`src/rtl/rsa_seq_pkg.sv`:
```
// rsa_seq_pkg: state encodings, error codes and status bit positions for the RSA DMA sequencer
package rsa_seq_pkg;
    typedef enum logic [3:0] {
        S_IDLE      = 4'd0,
        S_RX_REQ    = 4'd1,
        S_RX_WAIT   = 4'd2,
        S_CORE_GO   = 4'd3,
        S_CORE_WAIT = 4'd4,
        S_TX_REQ    = 4'd5,
        S_TX_WAIT   = 4'd6,
        S_DONE      = 4'd7,
        S_ERR       = 4'd8
    } state_t;
    localparam logic [1:0] ERR_NONE = 2'd0;
    localparam logic [1:0] ERR_DMA  = 2'd1;
    localparam logic [1:0] ERR_DTMO = 2'd2;
    localparam logic [1:0] ERR_CTMO = 2'd3;
    localparam int ST_DONE  = 0;
    localparam int ST_IDLE  = 1;
    localparam int ST_ERR   = 2;
    localparam int ST_CODE  = 3;
    localparam int ST_STATE = 8;
endpackage

```
`src/rtl/rsa_seq_timer.sv`:
```
// rsa_seq_timer: wait-state cycle counter; trips once limit cycles elapse, disabled when limit is 0
module rsa_seq_timer #(
    parameter int W = 24
) (
    input  logic         clk,
    input  logic         resetn,
    input  logic         clr,
    input  logic         en,
    input  logic [W-1:0] limit,
    output logic         trip
);
    logic [W-1:0] cnt;
    always_ff @(posedge clk or negedge resetn)
        if (!resetn) cnt <= '0;
        else if (clr) cnt <= '0;
        else if (en) cnt <= cnt + 1'b1;
    // cnt holds cycles already spent, so the limit-th wait cycle trips
    assign trip = en && (limit != '0) && (cnt >= limit - 1'b1);
endmodule

```
`src/rtl/rsa_dma_seq.sv`:
```
// rsa_dma_seq: fetches NUM_RX operands over DMA, runs the exponentiation core, writes the result back
module rsa_dma_seq
    import rsa_seq_pkg::*;
#(
    parameter int NUM_RX = 5,
    parameter int TMO_W  = 24
) (
    input  logic                 clk,
    input  logic                 resetn,
    input  logic                 go,
    input  logic                 abort,
    input  logic [NUM_RX*32-1:0] rx_addr,
    input  logic [31:0]          tx_addr,
    input  logic [TMO_W-1:0]     tmo_cycles,
    output logic [31:0]          dma_rx_address,
    output logic [31:0]          dma_tx_address,
    output logic                 dma_rx_start,
    output logic                 dma_tx_start,
    input  logic                 dma_done,
    input  logic                 dma_idle,
    input  logic                 dma_error,
    output logic [NUM_RX-1:0]    load_en,
    output logic                 core_start,
    input  logic                 core_done,
    output logic                 res_load,
    output logic [31:0]          status
);
    localparam int IW = NUM_RX > 1 ? $clog2(NUM_RX) : 1;
    state_t state, nxt;
    logic [IW-1:0] idx, idx_n;
    logic [1:0] code, code_n;
    logic [31:0] rx_sel;
    logic trip;
    rsa_seq_timer #(.W(TMO_W)) u_timer (
        .clk   (clk),
        .resetn(resetn),
        .clr   (nxt != state),
        .en    (state inside {S_RX_WAIT, S_CORE_WAIT, S_TX_WAIT}),
        .limit (tmo_cycles),
        .trip  (trip)
    );
    always_comb begin
        nxt = state;
        idx_n = idx;
        code_n = code;
        case (state)
            S_IDLE: if (go) begin
                nxt = S_RX_REQ;
                idx_n = '0;
                code_n = ERR_NONE;
            end
            S_RX_REQ: nxt = dma_error ? S_ERR : !dma_idle ? S_RX_WAIT : S_RX_REQ;
            S_RX_WAIT:
                if (dma_error) nxt = S_ERR;
                else if (dma_done) begin
                    nxt = (idx == IW'(NUM_RX - 1)) ? S_CORE_GO : S_RX_REQ;
                    idx_n = (idx == IW'(NUM_RX - 1)) ? idx : idx + 1'b1;
                end else if (trip) begin
                    nxt = S_ERR;
                    code_n = ERR_DTMO;
                end
            S_CORE_GO: nxt = S_CORE_WAIT;
            S_CORE_WAIT:
                if (core_done) nxt = S_TX_REQ;
                else if (trip) begin
                    nxt = S_ERR;
                    code_n = ERR_CTMO;
                end
            S_TX_REQ: nxt = dma_error ? S_ERR : !dma_idle ? S_TX_WAIT : S_TX_REQ;
            S_TX_WAIT:
                if (dma_error) nxt = S_ERR;
                else if (dma_done) nxt = S_DONE;
                else if (trip) begin
                    nxt = S_ERR;
                    code_n = ERR_DTMO;
                end
            S_DONE, S_ERR: nxt = go ? state : S_IDLE;
            default: nxt = S_IDLE;
        endcase
        // DMA errors share one code regardless of which DMA state saw them
        if (dma_error && (state inside {S_RX_REQ, S_RX_WAIT, S_TX_REQ, S_TX_WAIT})) code_n = ERR_DMA;
        if (abort) begin
            nxt = S_IDLE;
            code_n = ERR_NONE;
        end
    end
    always_comb begin
        rx_sel = '0;
        for (int i = 0; i < NUM_RX; i++)
            if (idx_n == IW'(i)) rx_sel = rx_addr[i*32 +: 32];
    end
    always_comb begin
        load_en = '0;
        for (int i = 0; i < NUM_RX; i++)
            load_en[i] = (state == S_RX_WAIT) && (idx == IW'(i));
    end
    always_ff @(posedge clk or negedge resetn)
        if (!resetn) begin
            state <= S_IDLE;
            idx <= '0;
            code <= ERR_NONE;
            dma_rx_address <= '0;
            dma_tx_address <= '0;
            dma_rx_start <= 1'b0;
            dma_tx_start <= 1'b0;
        end else begin
            state <= nxt;
            idx <= idx_n;
            code <= code_n;
            dma_rx_start <= nxt == S_RX_REQ;
            dma_tx_start <= nxt == S_TX_REQ;
            if (nxt == S_RX_REQ && state != S_RX_REQ) dma_rx_address <= rx_sel;
            if (nxt == S_TX_REQ && state != S_TX_REQ) dma_tx_address <= tx_addr;
        end
    assign core_start = state == S_CORE_GO;
    assign res_load = (state == S_CORE_WAIT) && core_done && !abort;
    always_comb begin
        status = '0;
        status[ST_STATE +: 4] = state;
        status[ST_CODE +: 2] = code;
        status[ST_ERR] = state == S_ERR;
        status[ST_IDLE] = state == S_IDLE;
        status[ST_DONE] = state == S_DONE;
    end
endmodule

```
`config.mk`:
```
export PLATFORM = sky130hd
export DESIGN_NAME = rsa_dma_seq
export DESIGN_NICKNAME = d
export VERILOG_FILES = /design/src/rtl/rsa_seq_pkg.sv /design/src/rtl/rsa_seq_timer.sv /design/src/rtl/rsa_dma_seq.sv
export SDC_FILE = /design/constraint.sdc
export NUM_CORES = 1
export LEC_CHECK = 0
export ABC_AREA = 0
export CAP_MARGIN = 20
export CORE_AREA = 10 10 121 123
export CTS_BUF_LIST = sky130_fd_sc_hd__clkbuf_2
export DETAILED_ROUTE_END_ITERATION = 12
export DIE_AREA = 0 0 131 133
export DONT_BUFFER_PORTS = 1
export PLACE_DENSITY = 0.8
export SYNTH_ARGS = -nofsm -noshare
export SYNTH_HDL_FRONTEND = slang
export SYNTH_SLANG_ARGS = --single-unit
```
`constraint.sdc`:
```
create_clock -name clk -period 4.7 [get_ports clk]
set_input_delay 1.41 -clock clk [delete_from_list [all_inputs] [get_ports clk]]
set_output_delay 1.41 -clock clk [all_outputs]
set_load 0.01 [all_outputs]
```
==> results of run 1 <==
## through the flow
step / hold WS (ps) / TNS (ps)
6_report: 464 / -5100
5_1_grt: 368 / -6130
3_3_place_gp: 547 / -22550
3_5_place_dp: 547 / -25840
4_1_cts: 409 / -1540
2_1_floorplan: 511 / -15200
## how the worst max path moves through the flow
stage,from,endpoint,slack [ps],depth (start not counted)
finish,tmo_cycles[3],u_timer.cnt[18]$_DFFE_PN0P_,-220,15
global route,tmo_cycles[3],u_timer.cnt[18]$_DFFE_PN0P_,-260,16
floorplan,tmo_cycles[3],u_timer.cnt[10]$_DFFE_PN0P_,-560,15
detailed placement,tmo_cycles[3],u_timer.cnt[18]$_DFFE_PN0P_,-930,14
CTS,tmo_cycles[3],u_timer.cnt[18]$_DFFE_PN0P_,-80,17
global placement,tmo_cycles[3],u_timer.cnt[19]$_DFFE_PN0P_,-800,14
## per-layer routing
metal,global-route usage,part of all wire,vias up
met5,0,0,-
met4,0.0674,0.022,0
met3,0.0823,0.10,32
met2,0.414,0.52,275
met1,0.271,0.36,2705
li1,-,-,2601
## flip-flops by register name, indices dropped and copies added, names as in the netlist
signal	cells
dma_rx_address	32
dma_tx_address	32
u_timer.cnt	24
state	4
idx	3
code	2
dma_rx_start	1
dma_tx_start	1
## power breakdown
part           switching [mW]  internal [mW]
clock                   0.300          0.185
sequential              0.367           1.10
combinational           0.357          0.352
total                    1.02           1.63
## area by class of cell
class / count / area share
inverter: 16 / 0.00832
clock buffer: 9 / 0.00624
multi-input combinational: 598 / 0.570
antenna: 1 / 0.000347
tap: 172 / 0.0298
timing repair buffer: 24 / 0.0277
sequential: 99 / 0.343
clock inverter: 7 / 0.0147
## what timing repair did
action / in CTS / in global routing
pin swaps: 13 / 4
setup buffers: 6 / 1
cloned: 1 / 0
endpoints found under the setup margin: 27 / 29
hold buffers: 0 / 0
gates resized for setup: 8 / 13
## cell usage in the layout (no fill, tap or decap), types with 3 or more instances in the layout
| master | n |
|---|---|
| conb_1 | 23 |
| xnor2_1 | 22 |
| nor3_1 | 14 |
| and3_1 | 13 |
| ha_1 | 31 |
| o21ai_1 | 3 |
| nand2b_1 | 5 |
| dfrtp_1 | 99 |
| nor2b_1 | 7 |
| clkbuf_2 | 9 |
| o21ai_0 | 12 |
| xor2_1 | 25 |
| mux2_2 | 63 |
| nand2_1 | 158 |
| nor2_1 | 42 |
| nand4_1 | 11 |
| nor4_1 | 4 |
| nand3_1 | 15 |
| a22oi_1 | 63 |
| inv_1 | 16 |
| o211ai_1 | 5 |
| buf_4 | 21 |
| a21oi_1 | 11 |
| nor2_2 | 8 |
| a21o_1 | 3 |
## cells by family after synthesis
family	Yosys count	synth area share
other	1	0.000557
AO/OA/AOI/OAI	129	0.136
multiplexers	65	0.110
AND/OR/NAND/NOR	302	0.209
flip-flops	99	0.368
buffers and inverters	78	0.0574
XOR/XNOR	47	0.0612
adder cells (fa/ha/maj)	31	0.0576
==> results_dict.tcl, run 1 <==
set metrics [dict create \
    status "finished, violations left" \
    failed_checks "setup timing" \
    overflow 0 \
    layout-drive-gt1-share 0.186 \
    avgSynthCellArea_um2 8.95 \
    fin_util 0.584 \
    clock-sinks 99 \
    drv_slew 0 \
    fill_cells 1053 \
    io_buffer_count 0 \
    placed_cell_area_mm2 0.00689 \
    yosysTopAreaCell "dfrtp_1" \
    hold_path.class "in -> async" \
    synth_cell_types 66 \
    end_kind "flip-flop" \
    async_reset_ff_frac 1.00 \
    cp_slowest_stage_delay_ps 600 \
    wl_per_cell_um 23.2 \
    root_buffer "clkbuf_2" \
    core_area_mm2 0.0124 \
    critPathArrivalTime_ps 5390 \
    critPathKind "in -> reg" \
    final.setup.worst_slack_ps -220 \
    dr.pass1.iters 5 \
    cts_buffers 9 \
    synth_area_leaders "dfrtp_1, mux2_2, nand2_1" \
    multi_input_area_mm2 0.00411 \
    dp.cells 901 \
    grtUsageTotal 0.239 \
    worstPathMaxFanout 12 \
    p_per_area_mw_per_mm2 368 \
    final_cell_area_mm2 0.00722 \
    path_cells "or3_4 -> or4_4 -> or3b_4 -> or2_4 -> or3_4 -> nor3_4 -> xnor2_1 -> ha_1 -> nand4_1 -> or4_4 -> a211oi_4 -> a2bb2o_4 -> o2111ai_4 -> buf_12 -> nor2_1" \
    r2r_start "state[0]$_DFF_PN0_" \
    yosys.cell_count.top_type "nand2_1" \
    worst_pin_slew_ps 796 \
    area_delta_synth_final_pct 7.27 \
    hold_viol 0 \
    wl_um 21400 \
    fin_crit_ps 4920 \
    dp_hpwl_um 17300 \
    max-cap-violations 0 \
    fp-row-count 41 \
    pre_cts_slack_ps -933 \
    yosysSeqAreaShare 0.368 \
    rsz0062_at_grt "true" \
    routabilityCongestion 0.873 \
    h-tree-depth 3 \
    instances_no_fill 926 \
    start_util 0.544 \
    reg2regPathDepth 9 \
    clk_path_buf_depth 2 \
    dieArea_mm2 0.0174 \
    syn_inst 752 \
    grt_pass1_wl_um 33000 \
    first_iter_violations 342 \
    cp.required_ps 5170 \
    vias 5613 \
    worst-path-buf-inv 1 \
    rrSetupSlack_ps 1290 \
    grt_start_max_net_pins 100 \
    netlist_area_mm2 0.00673 \
    regArea_mm2 0.00248 \
    clk_pin_slew_worst_paths_ps 310 \
    critPathSlowestCell "or4_4" \
    drc 0 \
    grt_pass1_vias 5876 \
    start_kind "primary input" \
    die-width_um 131 \
    clkLatencyLatePin_ps 570 \
    p_total_mw 2.66 \
    cts_tree "done" \
    ioPinCount 329 \
    fmax_ghz 0.203 \
    ys_ff_latch 99 \
    period_share 1.05 \
    synth_edf_count 0 \
    max-slew-margin-rel 0.465 \
    finalSetupViolCount 27 \
    synth_commonest_cells "nand2_1, dfrtp_1, a22oi_1, mux2_2, nor2_1" \
    leakagePower_nw 3.27 \
    crit_family "simple AND/OR/NAND/NOR gates" \
    final_nets 1003 \
    vias_per_cell 6.06 \
    antenna_found_initial 1 \
    ant_nets 0 \
    worstReg2RegEnd "dma_rx_address[21]$_DFFE_PN0P_" \
    vdd_drop_max_mv 0.268 \
    fin_skew_ps 35.5 \
    die_h_um 133 \
    synth_top_area_share 0.368 \
    yosysWarnings 0 \
    ys.flop_type "dfrtp_1" \
]
No activity file was read; power rests on OpenSTA's default activity.
==> run 2, diff against run 1 <==
--- a/config.mk
+++ b/config.mk
@@ -7,10 +7,10 @@
 export LEC_CHECK = 0
 export ABC_AREA = 0
 export CAP_MARGIN = 20
-export CORE_AREA = 10 10 121 123
+export CORE_MARGIN = 10
+export CORE_UTILIZATION = 55
 export CTS_BUF_LIST = sky130_fd_sc_hd__clkbuf_2
 export DETAILED_ROUTE_END_ITERATION = 12
-export DIE_AREA = 0 0 131 133
 export DONT_BUFFER_PORTS = 1
 export PLACE_DENSITY = 0.8
 export SYNTH_ARGS = -nofsm -noshare
==> results_dict.tcl, run 2 (synthesized netlist as in run 1, its figures left out) <==
set metrics [dict create \
    root_buffer "clkbuf_2" \
    core_area_mm2 0.0120 \
    p_total_mw 2.53 \
    comb_power_share 0.272 \
    area_delta_synth_final_pct 6.04 \
    path_cells "or3_4 -> or4_4 -> or3b_4 -> or2_4 -> or3_4 -> nor2_2 -> xnor2_1 -> ha_1 -> a211oi_2 -> nor2_1 -> a2111oi_4 -> o21ai_1 -> o21ai_2 -> o2111ai_4 -> buf_6 -> nor2_2" \
    p_per_area_mw_per_mm2 355 \
    grt_start_max_net_pins 100 \
    cts_buffers 9 \
    overflow 0 \
    pre_cts_slack_ps -773 \
    status "finished, violations left" \
    final_cell_area_mm2 0.00714 \
    max-slew-margin-rel 0.453 \
    clk_path_buf_depth 2 \
    first_iter_violations 422 \
    cp_slowest_stage_delay_ps 430 \
    fp-row-count 40 \
    die-width_um 131 \
    vdd_drop_max_mv 0.242 \
    clockPowerShare 0.149 \
    period_share 1.03 \
    worstPathMaxFanout 6 \
    wl_per_cell_um 24.2 \
    final_common_cell "nand2_1" \
    antenna_found_initial 3 \
    cts_tree "done" \
    grt_pass1_vias 5902 \
    worst_pin_slew_ps 820 \
    rsz0062_at_grt "true" \
    ioPinCount 329 \
    final.setup.worst_slack_ps -127 \
    dr.pass1.iters 5 \
    crit_family "simple AND/OR/NAND/NOR gates" \
    grtUsageTotal 0.244 \
    gr-usage-met3 0.0858 \
    critPathSlowestCell "or4_4" \
    grt_busiest_layer "met2" \
    final_cell_mix "nand2_1, dfrtp_1, a22oi_1, mux2_2, nor2_1" \
    routabilityCongestion 0.926 \
    failed_checks "setup timing" \
    critPathArrivalTime_ps 5310 \
    vias 5729 \
    start_util 0.560 \
    fin_crit_ps 4830 \
    placed_cell_area_mm2 0.00684 \
    end_kind "flip-flop" \
    worst-path-buf-inv 1 \
    drv_slew 0 \
    final_nets 1002 \
    start_kind "primary input" \
    switchingPower_mw 1.03 \
    sequentialPowerShare 0.579 \
    intPower_mw 1.51 \
    ant_nets 0 \
    gr-usage-met1 0.273 \
    clk_pin_slew_worst_paths_ps 300 \
    h-tree-depth 3 \
    cp.required_ps 5190 \
    fmax_ghz 0.207 \
    io_buffer_count 0 \
    hold_path.class "in -> async" \
    clkLatencyLatePin_ps 570 \
    drc 0 \
    fin_skew_ps 38.8 \
    leakagePower_nw 3.25 \
    dieArea_mm2 0.0171 \
    dp_hpwl_um 17300 \
    grt_pass1_wl_um 32700 \
    wl_um 21800 \
    holdWs_ps 481 \
    die_h_um 131 \
    met2_usage 0.434 \
    critPathKind "in -> reg" \
    clock-sinks 99 \
    max-cap-violations 0 \
    swShare 0.405 \
    vias_per_cell 6.36 \
    hold_viol 0 \
    layout-drive-gt1-share 0.189 \
    finalSetupViolCount 27 \
    top_regs "dma_rx_address: 32 flops, dma_tx_address: 32 flops, u_timer.cnt: 24 flops" \
]
## run 2: changes by cell type in the layout (fill, tap and decap cells not counted), sizes merged
cell | previous run | this run
bufinv | 2 | 0
clkbuf | 9 | 10
clkinv | 0 | 3
clkinvlp | 2 | 0
diode | 1 | 2
o2111ai | 2 | 1
## run 2: through the flow
stage,TNS [ps],std cells,utilization
2_1_floorplan,-15200,774,-
3_3_place_gp,-20150,873,0.569
3_5_place_dp,-21810,873,0.569
4_1_cts,-211,895,0.585
5_1_grt,-3770,901,0.594
6_report,-2570,901,0.594
## run 2: worst reg2reg max path, cell delays in order (launching register included)
cell      delay, ps
dfrtp_1         750
nor4b_2         730
nand3_1         150
o211ai_1        120
buf_4           250
buf_4           350
mux2_2          390
a22oi_1         160
nand2_1         120
mux2_2          280
## run 2: routing by layer
metal / up-vias / share of wire
met4: 2 / 0.010
met5: - / 0.00092
met3: 20 / 0.097
li1: 2598 / -
met1: 2814 / 0.35
met2: 295 / 0.54
## run 2: power by group through the flow
stage / combinational [mW] / clock, mW / sequential, mW
after floorplan: 0.560 / 0 / 1.35
after global placement: 0.585 / 0 / 1.48
after detailed placement: 0.622 / 0 / 1.48
after CTS: 0.647 / 0.390 / 1.47
after global routing: 0.763 / 0.424 / 1.50
final: 0.689 / 0.377 / 1.47
## run 2: what timing repair did
item | 4_1_cts | 5_1_grt
setup buffers | 5 | 2
gates resized for setup | 11 | 18
pin swaps | 7 | 15
hold buffers | 0 | 0
endpoints found under the setup margin | 27 | 27
gates cloned | 1 | 1
## run 2: area by class of cell
| class | instances | area, µm² |
|---|---|---|
| Antenna cell | 2 | 5.00 |
| Clock buffer | 10 | 50.0 |
| Clock inverter | 6 | 46.3 |
| Fill cell | 1019 | 4870 |
| Inverter | 16 | 60.1 |
| Multi-Input combinational cell | 597 | 4100 |
| Sequential cell | 99 | 2480 |
| Tap cell | 147 | 184 |
| Timing Repair Buffer | 24 | 215 |
## run 2: path summary, 6_finish.rpt
| path | start | endpoint | slack, ps | depth (start not counted) |
|---|---|---|---|---|
| max in group asynchronous | resetn | dma_rx_address[20]$_DFFE_PN0P_ | 4050 | 0 |
| min in group clk | dma_tx_address[20]$_DFFE_PN0P_ | dma_tx_address[20]$_DFFE_PN0P_ | 600 | 2 |
| worst max-delay path | tmo_cycles[3] | u_timer.cnt[14]$_DFFE_PN0P_ | -130 | 16 |
| worst min register to register | dma_tx_address[20]$_DFFE_PN0P_ | dma_tx_address[20]$_DFFE_PN0P_ | 600 | 2 |
| worst min-delay path | resetn | dma_tx_address[1]$_DFFE_PN0P_ | 480 | 0 |
| worst max register to register | state[0]$_DFF_PN0_ | dma_rx_address[19]$_DFFE_PN0P_ | 1350 | 9 |
==> run 3, diff against run 2 <==
--- a/config.mk
+++ b/config.mk
@@ -7,12 +7,14 @@
 export LEC_CHECK = 0
 export ABC_AREA = 0
 export CAP_MARGIN = 20
+export CELL_PAD_IN_SITES_DETAIL_PLACEMENT = 0
+export CELL_PAD_IN_SITES_GLOBAL_PLACEMENT = 2
 export CORE_MARGIN = 10
-export CORE_UTILIZATION = 55
+export CORE_UTILIZATION = 40
 export CTS_BUF_LIST = sky130_fd_sc_hd__clkbuf_2
 export DETAILED_ROUTE_END_ITERATION = 12
 export DONT_BUFFER_PORTS = 1
-export PLACE_DENSITY = 0.8
+export PLACE_DENSITY = 0.95
 export SYNTH_ARGS = -nofsm -noshare
 export SYNTH_HDL_FRONTEND = slang
 export SYNTH_SLANG_ARGS = --single-unit
==> results_dict.tcl, run 3 (synthesized netlist as in run 1, its figures left out) <==
set metrics [dict create \
    layout-drive-gt1-share 0.182 \
    rsz0062_at_grt "true" \
    die-width_um 150 \
    first_iter_violations 293 \
    wl_per_cell_um 22.9 \
    cts_buffers 9 \
    die_h_um 150 \
    ioPinCount 329 \
    dp_hpwl_um 17600 \
    p_total_mw 2.61 \
    start_util 0.407 \
    vias 5518 \
    final_nets 1002 \
    h-tree-depth 3 \
    grtUsageTotal 0.187 \
    overflow 0 \
    antenna_found_initial 2 \
    max-slew-margin-rel 0.426 \
    grt_busiest_layer "met2" \
    leakagePower_nw 3.26 \
    pre_cts_slack_ps -955 \
    final_cell_mix "nand2_1, dfrtp_1, a22oi_1, mux2_2, nor2_1" \
    hold_path.class "in -> async" \
    area_delta_synth_final_pct 7.56 \
    final_common_cell "nand2_1" \
    clock-sinks 99 \
    wl_um 22300 \
    io_buffer_count 0 \
    failed_checks "setup timing" \
    period_share 1.02 \
    max-cap-violations 0 \
    tns_ps -2470 \
    reg2regPathDepth 8 \
    fin_crit_ps 4820 \
    dieArea_mm2 0.0224 \
    routabilityCongestion 0.847 \
    drv_slew 0 \
    met2_usage 0.335 \
    clk_pin_slew_worst_paths_ps 270 \
    gr-usage-met3 0.0710 \
    ant_nets 0 \
    p_per_area_mw_per_mm2 361 \
    core_area_mm2 0.0165 \
    critPathKind "in -> reg" \
    gr-usage-met1 0.200 \
    critPathSlowestCell "or4_4" \
    vdd_drop_max_mv 0.226 \
    start_kind "primary input" \
    hold_viol 0 \
    path_cells "or3_4 -> or4_4 -> or3b_4 -> or2_4 -> or3_4 -> nor4_4 -> xnor2_1 -> ha_1 -> nand4_1 -> or4_4 -> a21oi_4 -> o21ai_2 -> buf_6 -> o2111ai_4 -> buf_6 -> nor2_1" \
    grt_pass1_vias 5631 \
    cp_slowest_stage_delay_ps 570 \
    clkLatencyLatePin_ps 600 \
    fp-row-count 47 \
    vias_per_cell 5.67 \
    clk_path_buf_depth 2 \
    top_regs "dma_rx_address: 32 flops, dma_tx_address: 32 flops, u_timer.cnt: 24 flops" \
    fin_skew_ps 34.8 \
    root_buffer "clkbuf_2" \
    dr.pass1.iters 4 \
    worst_pin_slew_ps 856 \
    end_kind "flip-flop" \
    critPathArrivalTime_ps 5310 \
    final.setup.worst_slack_ps -117 \
    grt_pass1_wl_um 33000 \
    cp.required_ps 5200 \
    grt_start_max_net_pins 100 \
    cts_tree "done" \
    finalSetupViolCount 24 \
    worstPathMaxFanout 7 \
    status "finished, violations left" \
    fmax_ghz 0.208 \
    drc 0 \
]
==> run 3: power breakdown <==
group | total (mW) | switching, mW | internal (mW)
clock | 0.424 | 0.293 | 0.131
sequential | 1.45 | 0.352 | 1.10
combinational | 0.738 | 0.376 | 0.362
==> run 3: layout make-up <==
cell class                 instances  area, µm²
multi-input combinational        598       4110
sequential                        99       2480
antenna                            2       5.00
fill                            1637       9280
tap                              220        275
inverter                          16       60.1
timing repair buffer              23        200
clock buffer                      11       55.1
clock inverter                     5       60.1
==> run 3: worst paths after layout <==
| path | startpoint | to | slack [ps] |
|---|---|---|---|
| min reg2reg | dma_tx_address[17]$_DFFE_PN0P_ | dma_tx_address[17]$_DFFE_PN0P_ | 600 |
| min | resetn | dma_tx_address[10]$_DFFE_PN0P_ | 440 |
| max reg2reg | state[2]$_DFF_PN0_ | u_timer.cnt[1]$_DFFE_PN0P_ | 1460 |
| max | tmo_cycles[3] | u_timer.cnt[17]$_DFFE_PN0P_ | -120 |
| max in group asynchronous | resetn | u_timer.cnt[17]$_DFFE_PN0P_ | 4060 |
| min in group clk | dma_tx_address[17]$_DFFE_PN0P_ | dma_tx_address[17]$_DFFE_PN0P_ | 600 |
==> run 3: stage by stage <==
step / std cells / hold slack, ps / utilization / area, µm²
after global routing: 974 / 361 / 0.438 / 7240
after global placement: 948 / 546 / 0.420 / 6950
after floorplan: 774 / 511 / - / 6880
after detailed placement: 948 / 551 / 0.420 / 6950
final: 974 / 442 / 0.438 / 7240
after CTS: 972 / 378 / 0.434 / 7170
==> run 3: metal layers <==
metal | routed length [µm] | vias to the layer above
li1 | - | 2604
met1 | 7910 | 2683
met2 | 12000 | 215
met3 | 2100 | 16
met4 | 303 | 0
met5 | 0 | -
==> run 3: critical path: cells and delay by family <==
family	cells	cell delay, ps
simple gates	9	2720
compound gates	3	430
buf+inv	2	310
fa+ha+maj	1	310
xor+xnor	1	120
==> run 3: timing repair <==
| action | in CTS | in global routing |
|---|---|---|
| endpoints found under the setup margin | 25 | 27 |
| setup buffers | 7 | 0 |
| pin swaps | 6 | 6 |
| gates resized for setup | 6 | 15 |
| hold buffers | 0 | 0 |
| cloned | 1 | 0 |
| hold endpoints to repair | 0 | 0 |
